**config.mk**
```make
export PLATFORM = sky130hd
export DESIGN_NAME = kb_cmd_repeat_flat
export DESIGN_NICKNAME = d
export VERILOG_FILES = /design/src/rtl/kb_cmd_repeat_if.sv /design/src/rtl/kb_cmd_repeat.sv /design/src/flat_wrapper.sv
export SDC_FILE = /design/constraint.sdc
export NUM_CORES = 1
export LEC_CHECK = 0
export ABC_CLOCK_PERIOD_IN_PS = 4600
export CORE_MARGIN = 5
export CORE_UTILIZATION = 62
export CTS_BUF_LIST = sky130_fd_sc_hd__clkbuf_4 sky130_fd_sc_hd__clkbuf_8
export CTS_CLUSTER_DIAMETER = 80
export CTS_CLUSTER_SIZE = 25
export DETAILED_ROUTE_END_ITERATION = 10
export PLACE_DENSITY = 0.82
export SETUP_SLACK_MARGIN = 0.02
export SYNTH_ARGS = -nofsm -noshare
export SYNTH_HDL_FRONTEND = slang
export SYNTH_SLANG_ARGS = --single-unit
```
**constraint.sdc**
```tcl
create_clock -name clk -period 4.6 [get_ports clk]
set_input_delay 0.46 -clock clk [delete_from_list [all_inputs] [get_ports clk]]
set_output_delay 0.46 -clock clk [all_outputs]
set_load 0.05 [all_outputs]
```
**src/rtl/kb_cmd_repeat_if.sv**
```systemverilog
// Keycode input and game command pulse bundle for kb_cmd_repeat.
// The keyboard side is master; the repeat engine is slave.
interface kb_cmd_repeat_if;
  logic [7:0] keycode;
  logic       enable;
  logic       cmd_left;
  logic       cmd_right;
  logic       cmd_rot;
  logic       cmd_down;
  logic       cmd_pause;
  logic [7:0] key_held;

  modport master (
    output keycode, enable,
    input  cmd_left, cmd_right, cmd_rot, cmd_down, cmd_pause, key_held
  );

  modport slave (
    input  keycode, enable,
    output cmd_left, cmd_right, cmd_rot, cmd_down, cmd_pause, key_held
  );
endinterface

```
**src/rtl/kb_cmd_repeat.sv**
```systemverilog
// Keycode synchroniser, glitch filter and auto-repeat engine.
// Produces one-cycle game command pulses in the game clock domain.
module kb_cmd_repeat #(
  parameter int unsigned STABLE_CYCLES = 4,
  parameter int unsigned DELAY_CYCLES  = 5_000_000,
  parameter int unsigned REPEAT_CYCLES = 2_500_000,
  parameter int unsigned DOWN_CYCLES   = 1_250_000
) (
  input logic            clk,
  input logic            rst,
  kb_cmd_repeat_if.slave bus
);

  localparam logic [7:0] KEY_LEFT  = 8'h04;
  localparam logic [7:0] KEY_RIGHT = 8'h07;
  localparam logic [7:0] KEY_ROT   = 8'h1A;
  localparam logic [7:0] KEY_DOWN  = 8'h16;
  localparam logic [7:0] KEY_PAUSE = 8'h2C;

  // state | meaning: IDLE evaluate key_held | DELAY initial hold | REPEAT periodic | WAIT_REL no pulses
  localparam logic [1:0] ST_IDLE     = 2'd0;
  localparam logic [1:0] ST_DELAY    = 2'd1;
  localparam logic [1:0] ST_REPEAT   = 2'd2;
  localparam logic [1:0] ST_WAIT_REL = 2'd3;

  logic [7:0]  sync1, sync2, held;
  logic [31:0] stab_cnt;
  logic        key_chg;
  logic [1:0]  state, state_nxt;
  logic [31:0] rpt_cnt, rpt_nxt, period, reload;
  logic [4:0]  key_cmd, pulse;
  logic        moving;

  // key_chg marks the cycle after an acceptance so the FSM restarts from IDLE
  always_ff @(posedge clk or posedge rst) begin
    if (rst) begin
      sync1    <= 8'h00;
      sync2    <= 8'h00;
      held     <= 8'h00;
      stab_cnt <= 32'd0;
      key_chg  <= 1'b0;
    end else begin
      sync1   <= bus.keycode;
      sync2   <= sync1;
      key_chg <= 1'b0;
      if (sync1 != sync2)
        stab_cnt <= 32'd0;
      else if (stab_cnt < STABLE_CYCLES)
        stab_cnt <= stab_cnt + 32'd1;
      if ((stab_cnt >= STABLE_CYCLES) && (sync2 != held)) begin
        held    <= sync2;
        key_chg <= 1'b1;
      end
    end
  end

  always_comb begin
    key_cmd = 5'b00000;
    moving  = 1'b0;
    case (held)
      KEY_LEFT:  begin key_cmd = 5'b10000; moving = 1'b1; end
      KEY_RIGHT: begin key_cmd = 5'b01000; moving = 1'b1; end
      KEY_ROT:   key_cmd = 5'b00100;
      KEY_DOWN:  begin key_cmd = 5'b00010; moving = 1'b1; end
      KEY_PAUSE: key_cmd = 5'b00001;
      default:   ;
    endcase
  end

  assign period = (held == KEY_DOWN) ? DOWN_CYCLES : REPEAT_CYCLES;
  assign reload = (state == ST_DELAY) ? DELAY_CYCLES : period;

  always_comb begin
    state_nxt = state;
    rpt_nxt   = rpt_cnt;
    pulse     = 5'b00000;
    if (key_chg || (state == ST_IDLE)) begin
      rpt_nxt = 32'd0;
      if (held == 8'h00) begin
        state_nxt = ST_IDLE;
      end else if (held == KEY_PAUSE) begin
        pulse     = key_cmd;
        state_nxt = ST_WAIT_REL;
      end else if (!bus.enable) begin
        state_nxt = ST_WAIT_REL;
      end else begin
        pulse     = key_cmd;
        state_nxt = moving ? ST_DELAY : ST_WAIT_REL;
      end
    end else if (!bus.enable) begin
      // leaving play mode drops any held movement until a new press
      state_nxt = ST_WAIT_REL;
    end else if ((state == ST_DELAY) || (state == ST_REPEAT)) begin
      if (rpt_cnt == reload - 32'd1) begin
        pulse     = key_cmd;
        rpt_nxt   = 32'd0;
        state_nxt = ST_REPEAT;
      end else begin
        rpt_nxt = rpt_cnt + 32'd1;
      end
    end
  end

  always_ff @(posedge clk or posedge rst) begin
    if (rst) begin
      state         <= ST_IDLE;
      rpt_cnt       <= 32'd0;
      bus.cmd_left  <= 1'b0;
      bus.cmd_right <= 1'b0;
      bus.cmd_rot   <= 1'b0;
      bus.cmd_down  <= 1'b0;
      bus.cmd_pause <= 1'b0;
    end else begin
      state         <= state_nxt;
      rpt_cnt       <= rpt_nxt;
      bus.cmd_left  <= pulse[4];
      bus.cmd_right <= pulse[3];
      bus.cmd_rot   <= pulse[2];
      bus.cmd_down  <= pulse[1];
      bus.cmd_pause <= pulse[0];
    end
  end

  assign bus.key_held = held;

endmodule
```
**src/flat_wrapper.sv**
```systemverilog
// flat-port wrapper written by rule: the top's interface ports become plain ports
module kb_cmd_repeat_flat 
#(
  parameter int unsigned STABLE_CYCLES = 4,
  parameter int unsigned DELAY_CYCLES  = 5_000_000,
  parameter int unsigned REPEAT_CYCLES = 2_500_000,
  parameter int unsigned DOWN_CYCLES   = 1_250_000
)
  (clk, rst, bus_keycode, bus_enable, bus_cmd_left, bus_cmd_right, bus_cmd_rot, bus_cmd_down, bus_cmd_pause, bus_key_held);
  kb_cmd_repeat_if bus_i ();
  input logic clk;
  input logic rst;
  input wire logic [$bits(bus_i.keycode)-1:0] bus_keycode;
  input wire logic [$bits(bus_i.enable)-1:0] bus_enable;
  output wire logic [$bits(bus_i.cmd_left)-1:0] bus_cmd_left;
  output wire logic [$bits(bus_i.cmd_right)-1:0] bus_cmd_right;
  output wire logic [$bits(bus_i.cmd_rot)-1:0] bus_cmd_rot;
  output wire logic [$bits(bus_i.cmd_down)-1:0] bus_cmd_down;
  output wire logic [$bits(bus_i.cmd_pause)-1:0] bus_cmd_pause;
  output wire logic [$bits(bus_i.key_held)-1:0] bus_key_held;
  assign bus_i.keycode = bus_keycode;
  assign bus_i.enable = bus_enable;
  assign bus_cmd_left = bus_i.cmd_left;
  assign bus_cmd_right = bus_i.cmd_right;
  assign bus_cmd_rot = bus_i.cmd_rot;
  assign bus_cmd_down = bus_i.cmd_down;
  assign bus_cmd_pause = bus_i.cmd_pause;
  assign bus_key_held = bus_i.key_held;
  kb_cmd_repeat #(.STABLE_CYCLES(STABLE_CYCLES), .DELAY_CYCLES(DELAY_CYCLES), .REPEAT_CYCLES(REPEAT_CYCLES), .DOWN_CYCLES(DOWN_CYCLES)) u_core (.clk(clk), .rst(rst), .bus(bus_i));
endmodule
```
==> flow_summary.ini <==
[final_layout]
register_area_um2 = 2400
stdcell_count = 568
drive_gt1_share_pct = 7.89
final_cell_mix = dfrtp_1, nand2_1, nand3_1
areaGrowthSynthToFinish_pct = 10.1
nFillCells = 542
multi_input_area_um2 = 1980
final_nets = 481
final_common_cell = dfrtp_1
insertedDiodeCount = 0

[timing]
setup-tns-final_ps = 0
worst_clock_skew_ps = 12.3
tightest_slew_ps = 1270
period_share_pct = 57.8
rsz0062_at_grt = false
slew_headroom_pct = 15.5
slew_viol_final = 0
max_freq_mhz = 376
setup_viol = 0
finalHoldViolCount = 0
finalCriticalPeriod_ps = 2660

[detailed_routing]
wl_mm = 9.09
drc = 0
wl_per_cell_um = 16.0
dr_total_vias = 3428
drt-initial-drc-count = 200
drt_pre_antenna_iters = 5
drtAntennaViolNets = 0
viasPerCell = 6.04

[yosys]
syn_avg_cell_area_um2 = 10.2
yosys_warnings = 0
postSynthCellCount = 447
synth-seq-area-share_pct = 52.9
syn_area_um2 = 4540
synthTopCellsByArea = dfrtp_1, nand2_1, and2_1
ys_ff_latch = 96
synth_ff_type = dfrtp_1
synth_area_leader_cell = dfrtp_1
synth.distinct_cells = 61
syn-num-nets = 464
async_flop_share_pct = 100
yosysTopAreaCellShare_pct = 52.9
synth_edf_count = 0

[pwr]
p_switching_w = 0.000342
ir_drop_uv = 220
p_per_area_nw_per_um2 = 285
seqPwrFrac_pct = 60.1
p_leak_nw = 2.18
pwr-share-comb_pct = 2.7
netSwitchingFraction_pct = 24.0
p_clk_share_pct = 37.2
p_int_w = 0.00108

[floorplan]
die_area_um2 = 9140
die-width_um = 95.6
die_h_um = 95.6
rows = 31
coreArea_um2 = 7180
initial_core_util_pct = 63.3
num_io_pins = 24

[cts]
clock_latency_ps = 360
hold_buffers = 0
root_buffer = clkbuf_8
cts_buffers = 9
clk_pin_slew_ps = 100
post-cts-setup-buffer-count = 0
cts_tree = built
post_cts_resized = 0
h-tree-depth = 3
cts_sinks = 96
cts_buffer_depth = 2

[global_routing]
antenna_found_initial = 0
track_usage_pct = 21.8
first_global_vias = 3230
grt_start_max_net_pins = 53
grt_pass1_wl_mm = 15.6
grt_overflow = 0

[worst_setup_path]
path_class = flop to flop
slowest_delay_ps = 470
slowest_stage = nand2_1
crit_fanout = 19
start_kind = flop
worstPathArrival_ps = 2890
endpoint_kind = flop
crit_chain = ha_1 -> nor3_1 -> a21oi_1 -> nor4_4 -> o211ai_4 -> nand2_1 -> o21ai_0
critical_path_required_ps = 4840

[placed_design]
place_inst = 552
place.gp.congestion = 0.883
port_buffers = 23
hpwlAfterDp_mm = 6.16

[min_path]
hp-class = flop to flop

[outcome]
status = finished clean

[flow_run]
cap_violations = 0
area by class of cell:
type                    count  share of cell area (%)
repair buffers             25                    4.91
inverters                  16                    1.23
clock buffers              10                    2.75
multi-input cells         316                    39.5
clock inverters             6                    1.03
well taps                  99                    2.48
flip-flops and latches     96                    48.1
synthesized netlist by cell type (3+ instances only):
master	count
a21oi_1	9
a31oi_1	12
and2_1	31
and3_1	6
buf_2	5
clkbuf_1	8
dfrtp_1	96
ha_1	6
inv_1	15
mux2i_1	4
nand2_1	60
nand3_1	35
nand4_1	18
nor2_1	16
nor3_1	13
nor4_1	11
o211ai_1	3
o21ai_0	9
o21ai_1	6
o22ai_1	5
or3_1	9
xnor2_1	17
xor2_1	4
state kept, by name (all words and copies together), names as in the netlist, 2 cells and up:
signal	count
u_core.rpt_cnt	32
u_core.stab_cnt	32
u_core.bus.key_held	8
u_core.sync1	8
u_core.sync2	8
u_core.state	2
stage by stage:
step | instance area (µm²) | power, W | setup WS (ps) | utilization, % | hold slack, ps
floorplan | 4540 | 0.000897 | 1630 | - | 373
finish | 5000 | 0.00143 | 1940 | 69.7 | 400
detailed placement | 4810 | 0.000913 | 1850 | 67.0 | 381
global route | 5000 | 0.00147 | 1790 | 69.7 | 412
CTS | 5000 | 0.00144 | 1990 | 69.6 | 404
global placement | 4810 | 0.000912 | 1960 | 67.0 | 378
critical path, delay by kind of cell, from the launching register on:
family                     cells  cell delay, ps
AOI/OAI and AO/OA              3             610
and+or+nand+nor                3            1190
adders and majority gates      1             300
DFF                            1             440
path summary, 6_finish.rpt:
| check | from | endpoint | slack [ps] | depth (start not counted) |
|---|---|---|---|---|
| min in group asynchronous | rst | u_core.rpt_cnt[19] | 530 | 2 |
| min reg2reg | u_core.sync1[0] | u_core.sync2[0] | 400 | 0 |
| max | u_core.state[0] | u_core.rpt_cnt[29] | 1940 | 7 |
| max reg2reg | u_core.state[0] | u_core.rpt_cnt[29] | 1940 | 7 |
| min | u_core.sync1[0] | u_core.sync2[0] | 400 | 0 |
| max in group asynchronous | rst | u_core.stab_cnt[4] | 2950 | 3 |
layer usage:
metal / part of all wire (%) / vias to the layer above / routed length (µm) / track usage [%]
li1: - / 1629 / - / -
met1: 45 / 1694 / 4100 / 30.1
met2: 49 / 93 / 4430 / 35.0
met3: 4.8 / 12 / 432 / 3.47
met4: 1.5 / 0 / 135 / 8.06
met5: 0 / - / 0 / 0
power by group through the flow:
stage,logic [W],clock network (W),registers (W)
CTS,0.0000394,0.000542,0.000858
global route,0.0000441,0.000572,0.000859
detailed placement,0.0000391,0,0.000874
global placement,0.0000383,0,0.000873
floorplan,0.0000246,0,0.000873
finish,0.0000380,0.000530,0.000857
kinds of logic after synthesis:
kind of cell | share of synthesized area [%]
fa+ha+maj | 1.65
buf+inv | 3.77
mux | 1.13
compound gates | 9.26
flops | 52.9
xor+xnor | 4.05
simple gates | 27.2
Note: power is estimated with default switching activity, not from simulation.
